<file path="src/rtl/mem_arb_pkg.sv">
// Shared types for the fetch/data memory arbiter: FSM states, op encoding, default widths.
package mem_arb_pkg;

  localparam int unsigned DEF_ADDR_W = 16;
  localparam int unsigned DEF_DATA_W = 16;
  localparam int unsigned STREAK_W   = 4;

  typedef enum logic [1:0] {
    IDLE   = 2'd0,
    BUSY_I = 2'd1,
    BUSY_D = 2'd2
  } arb_state_t;

  typedef enum logic [1:0] {
    OP_NONE = 2'd0,
    OP_RD   = 2'd1,
    OP_WR   = 2'd2
  } mem_op_t;

  // Both strobes together is not a usable op; it decodes to OP_NONE.
  function automatic mem_op_t decode_op(input logic rd, input logic wr);
    mem_op_t op;
    op = OP_NONE;
    if (rd && !wr) op = OP_RD;
    if (wr && !rd) op = OP_WR;
    return op;
  endfunction

endpackage

</file>
<file path="src/rtl/mem_arbiter_if.sv">
// Pipeline-side (fetch/data) and memory-side signals of the arbiter, bundled as one interface.
interface mem_arbiter_if
  import mem_arb_pkg::*;
#(
  parameter int unsigned ADDR_W = DEF_ADDR_W,
  parameter int unsigned DATA_W = DEF_DATA_W
);

  logic              i_rd;
  logic [ADDR_W-1:0] i_addr;
  logic              i_flush;
  logic [DATA_W-1:0] i_data;
  logic              i_done;
  logic              i_stall;

  logic              d_rd;
  logic              d_wr;
  logic [ADDR_W-1:0] d_addr;
  logic [DATA_W-1:0] d_wdata;
  logic [DATA_W-1:0] d_rdata;
  logic              d_done;
  logic              d_stall;

  logic [ADDR_W-1:0] m_addr;
  logic [DATA_W-1:0] m_wdata;
  logic              m_rd;
  logic              m_wr;
  logic [DATA_W-1:0] m_rdata;
  logic              m_done;
  logic              m_stall;

  logic              err;

  modport slave (
    input  i_rd, i_addr, i_flush, d_rd, d_wr, d_addr, d_wdata, m_rdata, m_done, m_stall,
    output i_data, i_done, i_stall, d_rdata, d_done, d_stall, m_addr, m_wdata, m_rd, m_wr, err
  );

  modport master (
    output i_rd, i_addr, i_flush, d_rd, d_wr, d_addr, d_wdata, m_rdata, m_done, m_stall,
    input  i_data, i_done, i_stall, d_rdata, d_done, d_stall, m_addr, m_wdata, m_rd, m_wr, err
  );

endinterface

</file>
<file path="src/rtl/arb_streak_ctr.sv">
// Saturating count of consecutive data grants taken while a fetch was waiting.
module arb_streak_ctr #(
  parameter int unsigned W     = 4,
  parameter int unsigned LIMIT = 4
) (
  input  logic         clk,
  input  logic         rst,
  input  logic         inc,
  input  logic         clr,
  output logic [W-1:0] count,
  output logic         at_limit
);

  logic [W-1:0] count_d;

  always_comb begin
    count_d = count;
    if (clr) begin
      count_d = '0;
    end else if (inc && (count != {W{1'b1}})) begin
      count_d = count + W'(1);
    end
  end

  // Limit flag is precomputed from the next count so it is a clean register.
  always_ff @(posedge clk or negedge rst) begin
    if (!rst) begin
      count    <= '0;
      at_limit <= 1'b0;
    end else begin
      count    <= count_d;
      at_limit <= (count_d == W'(LIMIT));
    end
  end

endmodule

</file>
<file path="src/rtl/mem_arbiter.sv">
// Shares one multi-cycle memory between the fetch and data ports: data has priority,
// a streak counter prevents fetch starvation, and a redirect squashes an in-flight fetch.
module mem_arbiter
  import mem_arb_pkg::*;
#(
  parameter int unsigned ADDR_W       = DEF_ADDR_W,
  parameter int unsigned DATA_W       = DEF_DATA_W,
  parameter int unsigned MAX_D_STREAK = 4
) (
  input logic          clk,
  input logic          rst,
  mem_arbiter_if.slave bus
);

  arb_state_t          state_q, state_d;
  logic [ADDR_W-1:0]   addr_q, addr_d;
  logic [DATA_W-1:0]   wdata_q, wdata_d;
  logic                rd_q, rd_d;
  logic                wr_q, wr_d;
  logic                squash_q, squash_d;
  logic                err_q, err_d;

  logic                streak_inc, streak_clr, streak_limit;
  logic [STREAK_W-1:0] streak;

  mem_op_t             d_op;
  logic                d_valid, d_illegal, grant_i, grant_d;
  logic                i_done_c, d_done_c;
  logic                unused_ok;

  assign d_op      = decode_op(bus.d_rd, bus.d_wr);
  assign d_valid   = (d_op != OP_NONE);
  assign d_illegal = bus.d_rd & bus.d_wr;
  assign grant_i   = bus.i_rd & (~d_valid | streak_limit);
  assign grant_d   = d_valid & ~grant_i;

  // Memory busy is informational only: the command is held until m_done regardless.
  assign unused_ok = &{1'b1, bus.m_stall};

  arb_streak_ctr #(
    .W     (STREAK_W),
    .LIMIT (MAX_D_STREAK)
  ) u_streak (
    .clk      (clk),
    .rst      (rst),
    .inc      (streak_inc),
    .clr      (streak_clr),
    .count    (streak),
    .at_limit (streak_limit)
  );

  always_ff @(posedge clk or negedge rst) begin
    if (!rst) begin
      state_q  <= IDLE;
      addr_q   <= '0;
      wdata_q  <= '0;
      rd_q     <= 1'b0;
      wr_q     <= 1'b0;
      squash_q <= 1'b0;
      err_q    <= 1'b0;
    end else begin
      state_q  <= state_d;
      addr_q   <= addr_d;
      wdata_q  <= wdata_d;
      rd_q     <= rd_d;
      wr_q     <= wr_d;
      squash_q <= squash_d;
      err_q    <= err_d;
    end
  end

  always_comb begin
    state_d    = state_q;
    addr_d     = addr_q;
    wdata_d    = wdata_q;
    rd_d       = rd_q;
    wr_d       = wr_q;
    squash_d   = squash_q;
    err_d      = 1'b0;
    streak_inc = 1'b0;
    streak_clr = 1'b0;

    case (state_q)
      IDLE: begin
        err_d      = d_illegal;
        streak_clr = ~bus.i_rd;
        squash_d   = 1'b0;
        if (grant_i) begin
          state_d    = BUSY_I;
          addr_d     = bus.i_addr;
          wdata_d    = '0;
          rd_d       = 1'b1;
          wr_d       = 1'b0;
          streak_clr = 1'b1;
        end else if (grant_d) begin
          state_d    = BUSY_D;
          addr_d     = bus.d_addr;
          wdata_d    = bus.d_wdata;
          rd_d       = (d_op == OP_RD);
          wr_d       = (d_op == OP_WR);
          streak_inc = bus.i_rd;
        end
      end

      BUSY_I: begin
        if (bus.m_done) begin
          state_d  = IDLE;
          rd_d     = 1'b0;
          wr_d     = 1'b0;
          squash_d = 1'b0;
        end else if (bus.i_flush) begin
          squash_d = 1'b1;
        end
      end

      BUSY_D: begin
        if (bus.m_done) begin
          state_d = IDLE;
          rd_d    = 1'b0;
          wr_d    = 1'b0;
        end
      end

      default: begin
        state_d = IDLE;
        rd_d    = 1'b0;
        wr_d    = 1'b0;
      end
    endcase
  end

  // Port completions follow m_done in the same cycle; a redirect suppresses the fetch result.
  assign i_done_c = (state_q == BUSY_I) & bus.m_done & ~squash_q & ~bus.i_flush;
  assign d_done_c = (state_q == BUSY_D) & bus.m_done;

  assign bus.i_done  = i_done_c;
  assign bus.i_data  = i_done_c ? bus.m_rdata : '0;
  assign bus.i_stall = bus.i_rd & ~i_done_c;

  assign bus.d_done  = d_done_c;
  assign bus.d_rdata = (d_done_c & rd_q) ? bus.m_rdata : '0;
  assign bus.d_stall = (bus.d_rd | bus.d_wr) & ~d_done_c;

  assign bus.m_addr  = addr_q;
  assign bus.m_wdata = wdata_q;
  assign bus.m_rd    = rd_q;
  assign bus.m_wr    = wr_q;
  assign bus.err     = err_q;

endmodule

</file>
<file path="src/flat_wrapper.sv">
// flat-port wrapper written by rule: the top's interface ports become plain ports
module mem_arbiter_flat import mem_arb_pkg::*;
#(
  parameter int unsigned ADDR_W       = DEF_ADDR_W,
  parameter int unsigned DATA_W       = DEF_DATA_W,
  parameter int unsigned MAX_D_STREAK = 4
)
  (clk, rst, bus_i_rd, bus_i_addr, bus_i_flush, bus_d_rd, bus_d_wr, bus_d_addr, bus_d_wdata, bus_m_rdata, bus_m_done, bus_m_stall, bus_i_data, bus_i_done, bus_i_stall, bus_d_rdata, bus_d_done, bus_d_stall, bus_m_addr, bus_m_wdata, bus_m_rd, bus_m_wr, bus_err);
  mem_arbiter_if #(.ADDR_W(ADDR_W), .DATA_W(DATA_W)) bus_i ();
  input logic clk;
  input logic rst;
  input wire logic [$bits(bus_i.i_rd)-1:0] bus_i_rd;
  input wire logic [$bits(bus_i.i_addr)-1:0] bus_i_addr;
  input wire logic [$bits(bus_i.i_flush)-1:0] bus_i_flush;
  input wire logic [$bits(bus_i.d_rd)-1:0] bus_d_rd;
  input wire logic [$bits(bus_i.d_wr)-1:0] bus_d_wr;
  input wire logic [$bits(bus_i.d_addr)-1:0] bus_d_addr;
  input wire logic [$bits(bus_i.d_wdata)-1:0] bus_d_wdata;
  input wire logic [$bits(bus_i.m_rdata)-1:0] bus_m_rdata;
  input wire logic [$bits(bus_i.m_done)-1:0] bus_m_done;
  input wire logic [$bits(bus_i.m_stall)-1:0] bus_m_stall;
  output wire logic [$bits(bus_i.i_data)-1:0] bus_i_data;
  output wire logic [$bits(bus_i.i_done)-1:0] bus_i_done;
  output wire logic [$bits(bus_i.i_stall)-1:0] bus_i_stall;
  output wire logic [$bits(bus_i.d_rdata)-1:0] bus_d_rdata;
  output wire logic [$bits(bus_i.d_done)-1:0] bus_d_done;
  output wire logic [$bits(bus_i.d_stall)-1:0] bus_d_stall;
  output wire logic [$bits(bus_i.m_addr)-1:0] bus_m_addr;
  output wire logic [$bits(bus_i.m_wdata)-1:0] bus_m_wdata;
  output wire logic [$bits(bus_i.m_rd)-1:0] bus_m_rd;
  output wire logic [$bits(bus_i.m_wr)-1:0] bus_m_wr;
  output wire logic [$bits(bus_i.err)-1:0] bus_err;
  assign bus_i.i_rd = bus_i_rd;
  assign bus_i.i_addr = bus_i_addr;
  assign bus_i.i_flush = bus_i_flush;
  assign bus_i.d_rd = bus_d_rd;
  assign bus_i.d_wr = bus_d_wr;
  assign bus_i.d_addr = bus_d_addr;
  assign bus_i.d_wdata = bus_d_wdata;
  assign bus_i.m_rdata = bus_m_rdata;
  assign bus_i.m_done = bus_m_done;
  assign bus_i.m_stall = bus_m_stall;
  assign bus_i_data = bus_i.i_data;
  assign bus_i_done = bus_i.i_done;
  assign bus_i_stall = bus_i.i_stall;
  assign bus_d_rdata = bus_i.d_rdata;
  assign bus_d_done = bus_i.d_done;
  assign bus_d_stall = bus_i.d_stall;
  assign bus_m_addr = bus_i.m_addr;
  assign bus_m_wdata = bus_i.m_wdata;
  assign bus_m_rd = bus_i.m_rd;
  assign bus_m_wr = bus_i.m_wr;
  assign bus_err = bus_i.err;
  mem_arbiter #(.ADDR_W(ADDR_W), .DATA_W(DATA_W), .MAX_D_STREAK(MAX_D_STREAK)) u_core (.clk(clk), .rst(rst), .bus(bus_i));
endmodule
</file>
<file path="config.mk">
export PLATFORM = sky130hd
export DESIGN_NAME = mem_arbiter_flat
export DESIGN_NICKNAME = d
export VERILOG_FILES = /design/src/rtl/mem_arb_pkg.sv /design/src/rtl/mem_arbiter_if.sv /design/src/rtl/arb_streak_ctr.sv /design/src/rtl/mem_arbiter.sv /design/src/flat_wrapper.sv
export SDC_FILE = /design/constraint.sdc
export NUM_CORES = 1
export LEC_CHECK = 0
export ABC_AREA = 1
export CORE_UTILIZATION = 37
export DETAILED_ROUTE_END_ITERATION = 10
export HOLD_SLACK_MARGIN = 0.03
export MAX_ROUTING_LAYER = met4
export PLACE_DENSITY = 0.91
export SETUP_SLACK_MARGIN = 0.4
export SKIP_LAST_GASP = 1
export SYNTH_ARGS = -nofsm -noshare
export SYNTH_HDL_FRONTEND = slang
export SYNTH_SLANG_ARGS = --single-unit
</file>
<file path="constraint.sdc">
create_clock -name clk -period 1.8 [get_ports clk]
set_input_delay 0.36 -clock clk [delete_from_list [all_inputs] [get_ports clk]]
set_output_delay 0.36 -clock clk [all_outputs]
set_load 0.1 [all_outputs]
</file>
==> results.json, run 1 <==
{
  "dpl-instance-area_um2": 4890,
  "clockBufferDepth": 2,
  "ctsHoldBuffers": 0,
  "rows": 28,
  "port_buffers": 141,
  "place_ws_ns": -0.450,
  "start_util": 0.382,
  "cts_num_sinks": 43,
  "dieWidth_um": 79.9,
  "worstEndpointGrtRepair": "bus_d_rdata[4]",
  "ios": 143,
  "grt_max_degree": 24,
  "dieHeight_um": 79.9,
  "worst-ep-kind": "primary output",
  "grt_overflow": 332,
  "cts_buffers": 5,
  "status": "did not finish",
  "ys_types": 22,
  "stop_stage": "5_1_grt",
  "syn_nets": 377,
  "yosys_register_bits": 43,
  "syn_area_per_cell_um2": 7.57,
  "place_hpwl_um": 6650,
  "first-error": "[ERROR GRT-0232] Routing congestion too high. Check the congestion heatmap in the GUI.",
  "yosysWarnings": 0,
  "grtUsageTotal": 0.946,
  "ctsHtreeMaxLevel": 2,
  "yosysSeqAreaShare": 0.479,
  "gp_congestion": 0.842,
  "netlist_area_um2": 2250,
  "antenna_found_initial": 1,
  "syn_inst": 297,
  "root_buffer": "clkbuf_8",
  "placed_cells": 521
}
timing repair:
action	4_1_cts
cloned	4
gates resized for setup	49
setup buffers	12
pin swaps	15
setup endpoints to repair	77
Yosys cell counts (all sizes together):
master,n,area [um^2]
a21oi,3,30.0
a31oi,17,106
buf,8,56.3
clkbuf,3,11.3
dfrtp,43,1080
ha,8,100
inv,57,214
nand2,69,259
nand3,7,35.0
nand4,1,6.26
nor2,55,206
nor3,3,26.3
o211ai,1,7.51
o21ai,21,105
o21bai,1,7.51
stage by stage:
step	setup TNS [ns]	utilization
after floorplan	-10.11	-
after global placement	-13.79	0.831
after detailed placement	-19.26	0.831
after CTS	-6.24	0.907
layer usage:
layer	GRT usage	overflow
met3	0.718	6
met2	1.16	232
met4	1.07	93
met5	-	-
met1	0.858	1
logic make-up after synthesis:
kind of cell,count (synthesis),share of synthesized area
and+or+nand+nor,135,0.237
AOI/OAI and AO/OA,43,0.114
adders and majority gates,8,0.0445
DFF,43,0.479
buffers and inverters,68,0.125
==> inputs of run 2 (changes only) <==
- CORE_UTILIZATION: 37 -> 25
- HOLD_SLACK_MARGIN: 0.03 -> default
- MAX_ROUTING_LAYER: met4 -> default
- PLACE_DENSITY: 0.91 -> default
- PLACE_DENSITY_LB_ADDON: default -> 0.15
- SETUP_SLACK_MARGIN: 0.4 -> default
==> results.json, run 2 <==
{
  "synth_ff_type": "dfrtp_1",
  "syn_inst": 297,
  "cts_buffers": 5,
  "critPathBufInv": 3,
  "yosysSeqAreaShare": 0.479,
  "cts_num_sinks": 43,
  "diodes": 0,
  "fin_crit_sh": 1.10,
  "fin_tns_setup_ns": -5.02,
  "cp-start-kind": "flop",
  "ys_types": 22,
  "ctsHtreeMaxLevel": 2,
  "final_cell_mix": "buf_12, clkdlybuf4s50_1, nand2_1",
  "path_max_fanout": 3,
  "rows": 34,
  "power.clock.fraction": 0.072,
  "path_clk_slew_ns": 0.08,
  "remaining_drc_errors": 0,
  "violations": "setup timing",
  "port_buffers": 141,
  "leakage_nw": 2.35,
  "tritoncts": "built",
  "syn_area_per_cell_um2": 7.57,
  "grt_setup_unrepaired": "true",
  "synth_edf_count": 0,
  "dieHeight_um": 96.8,
  "first_pass_iters": 4,
  "nets": 550,
  "clock_latency_ns": 0.29,
  "viasPerCell": 4.38,
  "root_buffer": "clkbuf_8",
  "dieArea_um2": 9370,
  "fin_ws_ns": -0.185,
  "status": "finished, violations left",
  "final_util": 0.613,
  "final_cell_area_um2": 5350,
  "grtUsageTotal": 0.159,
  "period_needed_ns": 1.98,
  "maxCapViolCount": 0,
  "p_comb_frac": 0.730,
  "core_area_um2": 8720,
  "finalClockSkew_ns": 0.00614,
  "start_util": 0.258,
  "place_hpwl_um": 5720,
  "layout_commonest_cell": "buf_12",
  "worst_slew_pin_slew_ns": 0.522,
  "yosysMostFrequentCell": "nand2_1",
  "grt_pass1_vias": 2542,
  "syn_nets": 377,
  "routedWlPerCell_um": 13.1,
  "yosys.area.top_type_share": 0.479,
  "p_sw_w": 0.00515,
  "async_flop_share": 1.00,
  "final_antenna_net_count": 0,
  "grt_max_degree": 31,
  "yosysTopAreaCell": "dfrtp_1",
  "ios": 143,
  "antenna_found_initial": 0,
  "crit_arrival_ns": 1.62,
  "p_sw_frac": 0.544,
  "slowest_delay_ns": 0.42,
  "power_frac_seq": 0.199,
  "yosysWarnings": 0,
  "ir_drop_uv": 1340,
  "relSlewSlack": 0.652,
  "grt_overflow": 0,
  "required_ns": 1.44,
  "p_int_w": 0.00432,
  "clockBufferDepth": 2,
  "finalNonFillerCells": 579,
  "grt_first_pass_wirelength_um": 12200,
  "synthTopCellsByCount": "nand2_1, nor2_1, inv_1",
  "gp_congestion": 0.744,
  "finalWirelength_um": 7580,
  "critical_path.slowest_cell": "dfrtp_1",
  "slew_violations": 0,
  "first_iter_violations": 67,
  "power-per-cell-area_nw_per_um2": 1770,
  "area.growth.synth_to_final_pct": 138,
  "netlist_area_um2": 2250,
  "via_count": 2536,
  "dpl-instance-area_um2": 4930,
  "placed_cells": 556,
  "cp_cell_sequence": "ha_4 > nand2_4 > clkinvlp_4 > buf_6 > nor2_4 > buf_12",
  "hold_path_class": "input pin to asynchronous set/reset pin",
  "setup_viol": 36,
  "path_delay_family": "buffers and inverters",
  "dieWidth_um": 96.8,
  "worstSetupPathType": "flop to output port",
  "cp-end-kind": "output port",
  "fmax_ghz": 0.504,
  "netlist_top_cells_area": "dfrtp_1, nand2_1, nor2_1",
  "yosys_register_bits": 43,
  "drive_above_1_share": 0.384,
  "final_hold_viol_count": 0
}
[run 2: cell counts after synthesis]
No cell type changed its count.
[run 2: path summary, 6_finish.rpt]
kind,startpoint,cells past startpoint,to,slack (ns)
min reg2reg,u_core.bus.m_wdata[13],2,u_core.bus.m_wdata[13],0.58
max in group asynchronous,rst,2,u_core.bus.m_addr[15],1.27
min,rst,1,u_core.bus.m_wdata[14],0.04
max,u_core.state_q[1],6,bus_d_stall,-0.18
max reg2reg,u_core.state_q[1],11,u_core.state_q[0],0.07
min in group clk,bus_d_rd,5,u_core.bus.err,0.57
[run 2: what timing repair did]
item / in CTS / in global routing
setup endpoints to repair: 71 / 51
setup buffers: 7 / 5
pin swaps: 8 / 5
hold buffers: 0 / 0
cloned: 1 / 2
resized for setup: 16 / 16
[run 2: logic make-up (layout without fill, tap and decap cells)]
logic type                 Yosys count  count (layout)  share of synthesized area
DFF                                 43              43                      0.479
buffers and inverters               68             241                      0.125
adders and majority gates            8               8                     0.0445
and+or+nand+nor                    135             136                      0.237
AOI/OAI and AO/OA                   43              43                      0.114
[run 2: area by class of cell]
cell class                 count  area (um^2)
fill                         728         3370
multi-input combinational    187         1310
clock buffer                   8          100
tap                          108          135
inverter                      57          221
timing repair buffer         176         2500
sequential                    43         1080
[run 2: metal layers]
metal  GRT usage  part of all wire  vias up
met5           0                 0        -
li1            -                 -     1253
met3      0.0231             0.043        5
met4      0.0436            0.0078        0
met2       0.287              0.53       98
met1       0.195              0.42     1180
[run 2: power by group through the flow]
stage | Sequential [W] | Clock (W) | Combinational [W]
2_1_floorplan | 0.00430 | 0 | 0.00143
4_1_cts | 0.00188 | 0.000699 | 0.00661
6_report | 0.00188 | 0.000677 | 0.00691
5_1_grt | 0.00195 | 0.000743 | 0.00717
3_3_place_gp | 0.00186 | 0 | 0.00641
3_5_place_dp | 0.00188 | 0 | 0.00646
[run 2: metrics by stage]
step | total power, W | hold slack (ns) | setup slack, ns
final | 0.00947 | 0.0394 | -0.185
after detailed placement | 0.00834 | 0.368 | -0.507
after floorplan | 0.00573 | 0.0644 | -0.495
after global routing | 0.00986 | 0.0582 | -0.247
after CTS | 0.00920 | 0.0477 | -0.186
after global placement | 0.00827 | 0.365 | -0.468
No activity file was read; power rests on OpenSTA's default activity.
